<file path="config.mk">
export PLATFORM = sky130hd
export DESIGN_NAME = draw_cmd_scheduler
export DESIGN_NICKNAME = d
export VERILOG_FILES = /design/src/rtl/draw_cmd_scheduler.sv
export SDC_FILE = /design/constraint.sdc
export NUM_CORES = 1
export LEC_CHECK = 0
export ABC_CLOCK_PERIOD_IN_PS = 3320
export CAP_MARGIN = 20
export CORE_ASPECT_RATIO = 2
export CORE_MARGIN = 5
export CORE_UTILIZATION = 55
export CTS_BUF_LIST = sky130_fd_sc_hd__clkbuf_8
export CTS_CLUSTER_SIZE = 16
export DETAILED_ROUTE_END_ITERATION = 10
export GPL_TIMING_DRIVEN = 1
export PLACE_DENSITY = 0.84
export SYNTH_ARGS = -nofsm -noshare
export SYNTH_HDL_FRONTEND = slang
export SYNTH_SLANG_ARGS = --single-unit
</file>
<file path="constraint.sdc">
create_clock -name i_clk -period 3.32 [get_ports i_clk]
set_input_delay 0.332 -clock i_clk [delete_from_list [all_inputs] [get_ports i_clk]]
set_output_delay 0.332 -clock i_clk [all_outputs]
set_load 0.01 [all_outputs]
</file>
<file path="src/rtl/draw_cmd_scheduler.sv">
// -----------------------------------------------------------------------------
// draw_cmd_scheduler
//   Buffers UART command packets in a small FIFO and arbitrates them against
//   game-logic draw requests, issuing one command at a time to the shared
//   pixel-drawing engine and tracking the engine's busy handshake.
//
// Ports
//   i_clk          system clock, rising edge
//   n_btn_rst      asynchronous active-low reset
//   i_pkt_valid    single-cycle packet strobe from the aggregator (no backpressure)
//   i_pkt_sym      symbol-mode flag, sampled with i_pkt_valid
//   i_pkt_data     packet payload, sampled with i_pkt_valid
//   i_game_req     game draw request, level, held until o_game_ack
//   i_game_data    game command, stable while i_game_req is high
//   i_vblank       vertical blanking; gives game requests priority in IDLE
//   i_draw_busy    draw engine busy
//   o_draw_start   one-cycle command-issue pulse
//   o_draw_src     source of issued command (0 = UART, 1 = game)
//   o_draw_sym     symbol flag of issued command (0 for game commands)
//   o_draw_data    issued payload, held until the next grant
//   o_game_ack     one-cycle ack, coincident with o_draw_start for game issues
//   o_fifo_count   current FIFO occupancy
//   o_overflow     sticky packet-dropped flag
//   o_drop_cnt     dropped-packet count, saturating at 255
// -----------------------------------------------------------------------------
module draw_cmd_scheduler #(
  parameter int unsigned PAYLD_BITS = 56,
  parameter int unsigned FIFO_DEPTH = 4
) (
  input  logic                          i_clk,
  input  logic                          n_btn_rst,
  input  logic                          i_pkt_valid,
  input  logic                          i_pkt_sym,
  input  logic [PAYLD_BITS-1:0]         i_pkt_data,
  input  logic                          i_game_req,
  input  logic [PAYLD_BITS-1:0]         i_game_data,
  input  logic                          i_vblank,
  input  logic                          i_draw_busy,
  output logic                          o_draw_start,
  output logic                          o_draw_src,
  output logic                          o_draw_sym,
  output logic [PAYLD_BITS-1:0]         o_draw_data,
  output logic                          o_game_ack,
  output logic [$clog2(FIFO_DEPTH):0]   o_fifo_count,
  output logic                          o_overflow,
  output logic [7:0]                    o_drop_cnt
);

  localparam int unsigned AW = $clog2(FIFO_DEPTH);
  localparam int unsigned CW = AW + 1;
  localparam int unsigned EW = PAYLD_BITS + 1;

  typedef enum logic [1:0] {IDLE, ISSUE, ARM, DRAIN} state_t;

  state_t          state_q, state_d;
  logic [1:0]      arm_cnt_q, arm_cnt_d;
  logic            last_src_q;
  logic            grant_u, grant_g;
  logic            pop, push, full;
  logic            u_pend, g_pend;

  logic [EW-1:0]   fifo_mem [FIFO_DEPTH];
  logic [AW-1:0]   wr_ptr, rd_ptr;
  logic [EW-1:0]   rd_entry;

  assign full     = (o_fifo_count == CW'(FIFO_DEPTH));
  assign u_pend   = (o_fifo_count != '0);
  assign g_pend   = i_game_req;
  assign rd_entry = fifo_mem[rd_ptr];
  // A pop in the same cycle frees a slot, so a full FIFO still accepts.
  assign push     = i_pkt_valid && (!full || pop);

  // ---------------------------------------------------------------------------
  // FSM: state register
  // ---------------------------------------------------------------------------
  always_ff @(posedge i_clk or negedge n_btn_rst) begin
    if (!n_btn_rst) begin
      state_q   <= IDLE;
      arm_cnt_q <= '0;
    end else begin
      state_q   <= state_d;
      arm_cnt_q <= arm_cnt_d;
    end
  end

  // ---------------------------------------------------------------------------
  // FSM: next state, grant decision and issue-cycle strobes
  // ---------------------------------------------------------------------------
  always_comb begin
    state_d      = state_q;
    arm_cnt_d    = arm_cnt_q;
    grant_u      = 1'b0;
    grant_g      = 1'b0;
    o_draw_start = 1'b0;
    o_game_ack   = 1'b0;
    pop          = 1'b0;
    case (state_q)
      IDLE: begin
        // Vblank favours the game; otherwise round-robin on the last winner.
        if (g_pend && (i_vblank || !u_pend || !last_src_q)) begin
          grant_g = 1'b1;
        end else if (u_pend) begin
          grant_u = 1'b1;
        end
        if (grant_g || grant_u) begin
          state_d = ISSUE;
        end
      end
      ISSUE: begin
        o_draw_start = 1'b1;
        if (o_draw_src) begin
          o_game_ack = 1'b1;
        end else begin
          pop = 1'b1;
        end
        arm_cnt_d = '0;
        state_d   = ARM;
      end
      ARM: begin
        // Engine gets four cycles to raise busy before the command is
        // considered already complete.
        if (i_draw_busy) begin
          state_d = DRAIN;
        end else if (arm_cnt_q == 2'd3) begin
          state_d = IDLE;
        end else begin
          arm_cnt_d = arm_cnt_q + 2'd1;
        end
      end
      DRAIN: begin
        if (!i_draw_busy) begin
          state_d = IDLE;
        end
      end
      default: state_d = IDLE;
    endcase
  end

  // ---------------------------------------------------------------------------
  // Issued-command registers
  // ---------------------------------------------------------------------------
  always_ff @(posedge i_clk or negedge n_btn_rst) begin
    if (!n_btn_rst) begin
      o_draw_src  <= 1'b0;
      o_draw_sym  <= 1'b0;
      o_draw_data <= '0;
      last_src_q  <= 1'b1;
    end else if (grant_g) begin
      o_draw_src  <= 1'b1;
      o_draw_sym  <= 1'b0;
      o_draw_data <= i_game_data;
      last_src_q  <= 1'b1;
    end else if (grant_u) begin
      o_draw_src  <= 1'b0;
      o_draw_sym  <= rd_entry[PAYLD_BITS];
      o_draw_data <= rd_entry[PAYLD_BITS-1:0];
      last_src_q  <= 1'b0;
    end
  end

  // ---------------------------------------------------------------------------
  // UART packet FIFO
  // ---------------------------------------------------------------------------
  always_ff @(posedge i_clk) begin
    if (push) begin
      fifo_mem[wr_ptr] <= {i_pkt_sym, i_pkt_data};
    end
  end

  always_ff @(posedge i_clk or negedge n_btn_rst) begin
    if (!n_btn_rst) begin
      wr_ptr       <= '0;
      rd_ptr       <= '0;
      o_fifo_count <= '0;
      o_overflow   <= 1'b0;
      o_drop_cnt   <= '0;
    end else begin
      if (push) begin
        wr_ptr <= wr_ptr + AW'(1);
      end
      if (pop) begin
        rd_ptr <= rd_ptr + AW'(1);
      end
      case ({push, pop})
        2'b10:   o_fifo_count <= o_fifo_count + CW'(1);
        2'b01:   o_fifo_count <= o_fifo_count - CW'(1);
        default: o_fifo_count <= o_fifo_count;
      endcase
      if (i_pkt_valid && !push) begin
        o_overflow <= 1'b1;
        if (o_drop_cnt != 8'hFF) begin
          o_drop_cnt <= o_drop_cnt + 8'd1;
        end
      end
    end
  end

endmodule
</file>
==> results.toml <==
[outcome]
status = "finished clean"

[worst_setup_path]
end_kind = "flip-flop"
worstSetupStartpoint = "state_q[1]"
arrival_ns = 2.72
startpoint_type = "flip-flop"
critPathKind = "flip-flop to flip-flop"
crit_fanout = 39
rr_worst_depth = 4
crit_required_ns = 3.48
rr_startpoint = "state_q[1]"
reg2reg_slack_ns = 0.76
worstReg2RegEnd = "fifo_mem[0][2]"

[place]
io_buffers = 190
hpwl_um = 17100
gp_congestion = 0.795

[timing]
layout_worst_path_cycle_share = 0.771
finalHoldViolations = 0
slew_viol_final = 0
clock_skew_ns = 0.0150
fin_crit_ns = 2.56
fmax_ghz = 0.391
rsz0062_at_grt = "false"
finalSetupTns_ns = 0
max_slew.worst_pin.slew_ns = 0.924
setup_violations = 0
maxSlewHeadroom = 0.382

[drt]
wl_per_cell_um = 21.0
drtIter0Drc = 515
vias_per_cell = 5.69
drtPass1Iterations = 5
vias = 7104
antenna_left = 0
drc = 0
routed_wirelength_um = 26200

[clock_tree]
cts_made_buffers = 41
root_buffer = "clkbuf_8"
clk_path_buf_depth = 3
htree_levels = 2
cts_setup_buffers = 0
cts_resized = 0
clk_pin_slew_worst_paths_ns = 0.08
cts.sinks = 307
postCtsHoldBufs = 0
clk_latency_ns = 0.54
tritoncts = "built"

[global_route]
grt_max_degree = 80
grt_pass1_wl_um = 40000
gr-total-overflow = 0
antenna_found_initial = 6
grt_pass1_vias = 7500
track_usage = 0.208

[floorplan]
start_util = 0.559
die_area_um2 = 25200
fp.dieH_um = 219
core-area_um2 = 21600
row_count = 76
io_pins = 191
die_x_um = 115

[synthesis]
synth_edf_count = 228
yosys.area.top_type = "edfxtp_1"
yosys-top-cells-count = "228 x edfxtp_1, 113 x a21oi_1, 78 x dfrtp_1"
synth_cells = 727
synth_top_area_frac = 0.568
synth_fp_nets = 853
synth_cell_types = 42
yosys_warnings = 0
yosysSeqAreaShare = 0.732
ys_ff_latch = 307
avgSynthCellArea_um2 = 16.6
synth.top_cells.by_area = "edfxtp_1 57%, dfrtp_1 16%, mux4_2 11%"
synth_ff_type = "edfxtp_1"
synthArstFlopShare = 0.257
yosysMostFrequentCell = "edfxtp_1"
synth_area_um2 = 12100

[min_path]
hold_class = "primary input to async pin"

[power]
leakage_uw = 0.00551
ir_drop_mv = 0.619
power-per-cell-area_nw_per_um2 = 888

[cells_and_area]
nets = 1064
area_growth_pct = 26.1
drive_gt1_frac = 0.162
final_core_util = 0.705

[job]
max_cap_viol_count = 0
## registers in the layout, summed over array words and instances, names as in the netlist
name,flops
fifo_mem,228
o_draw_data,56
o_drop_cnt,8
o_fifo_count,3
arm_cnt_q,2
rd_ptr,2
state_q,2
wr_ptr,2
last_src_q,1
o_draw_src,1
o_draw_sym,1
o_overflow,1
## layout by cell type, fill, tap and decap left out, types with 2 or more instances in the layout
master             n
o21a_2             2
buf_4              8
ha_1               6
dfrtp_1           76
edfxtp_1         228
buf_12             9
clkinv_1           5
o21ai_0            9
nand2_1           71
nor2_1            65
a21oi_1          113
xor2_1             6
inv_1             13
clkinvlp_4         4
clkbuf_8          44
clkinv_4           3
mux4_2            57
clkdlybuf4s50_1  189
and2_2             4
diode_2            5
clkinv_2           8
a21boi_0           2
nand3_1            5
nand2b_1           2
o21ai_4            2
bufinv_16          5
xnor2_1            5
nor3_1             5
nor2b_1            2
## metal layers
metal,up-vias,track usage,part of all wire
met2,279,0.372,0.56
met3,74,0.0345,0.058
li1,3182,-,-
met5,-,0,0.00050
met4,2,0.111,0.044
met1,3567,0.235,0.34
## power breakdown
group | switching, µW | total [µW] | internal (µW) | leakage (µW)
clock | 1370 | 3010 | 1640 | 0.000471
sequential | 511 | 5730 | 5220 | 0.00299
combinational | 2440 | 4770 | 2330 | 0.00205
## cells by family after synthesis
logic type / share of synthesized area
AO/OA/AOI/OAI: 0.0611
XOR/XNOR: 0.00799
adder cells (fa/ha/maj): 0.00788
buffers and inverters: 0.0260
flip-flops: 0.732
multiplexers: 0.108
AND/OR/NAND/NOR: 0.0572
## worst max-delay path by stage
stage                 endpoint  slack [ns]  depth (start not counted)
2_1_floorplan   fifo_mem[0][0]        0.35                          4
3_3_place_gp   fifo_mem[0][18]        0.84                          4
3_5_place_dp   fifo_mem[0][10]        0.79                          4
4_1_cts         fifo_mem[0][2]        0.76                          4
5_1_grt         fifo_mem[0][2]        0.64                          4
6_report        fifo_mem[0][2]        0.76                          4
## per-stage QoR
| stage | instance area [µm²] | total power (µW) | instances | setup WS [ns] | hold WS [ns] |
|---|---|---|---|---|---|
| finish | 15200 | 13500 | 1248 | 0.761 | 0.214 |
| global route | 15200 | 14300 | 1248 | 0.642 | 0.222 |
| CTS | 15200 | 13600 | 1241 | 0.758 | 0.0114 |
| detailed placement | 14300 | 10600 | 1166 | 0.789 | 0.472 |
| global placement | 14300 | 10400 | 1166 | 0.837 | 0.449 |
| floorplan | 12100 | 8730 | 727 | 0.349 | 0.0364 |
## critical path, cell delays in order, from the launching register on
cell      delay [ns]
dfrtp_1         0.50
or3b_1          0.58
a21boi_2        0.36
and2_2          0.22
buf_4           0.49
## area by class of cell
| type | instances | area, µm² |
|---|---|---|
| inverter | 7 | 26.3 |
| multi-input combinational | 373 | 2940 |
| sequential | 307 | 8830 |
| clock buffer | 44 | 606 |
| timing repair buffer | 208 | 2170 |
| antenna | 5 | 12.5 |
| tap | 273 | 342 |
| clock inverter | 31 | 288 |
| fill | 1302 | 6370 |
(Power assumes the default switching activity.)
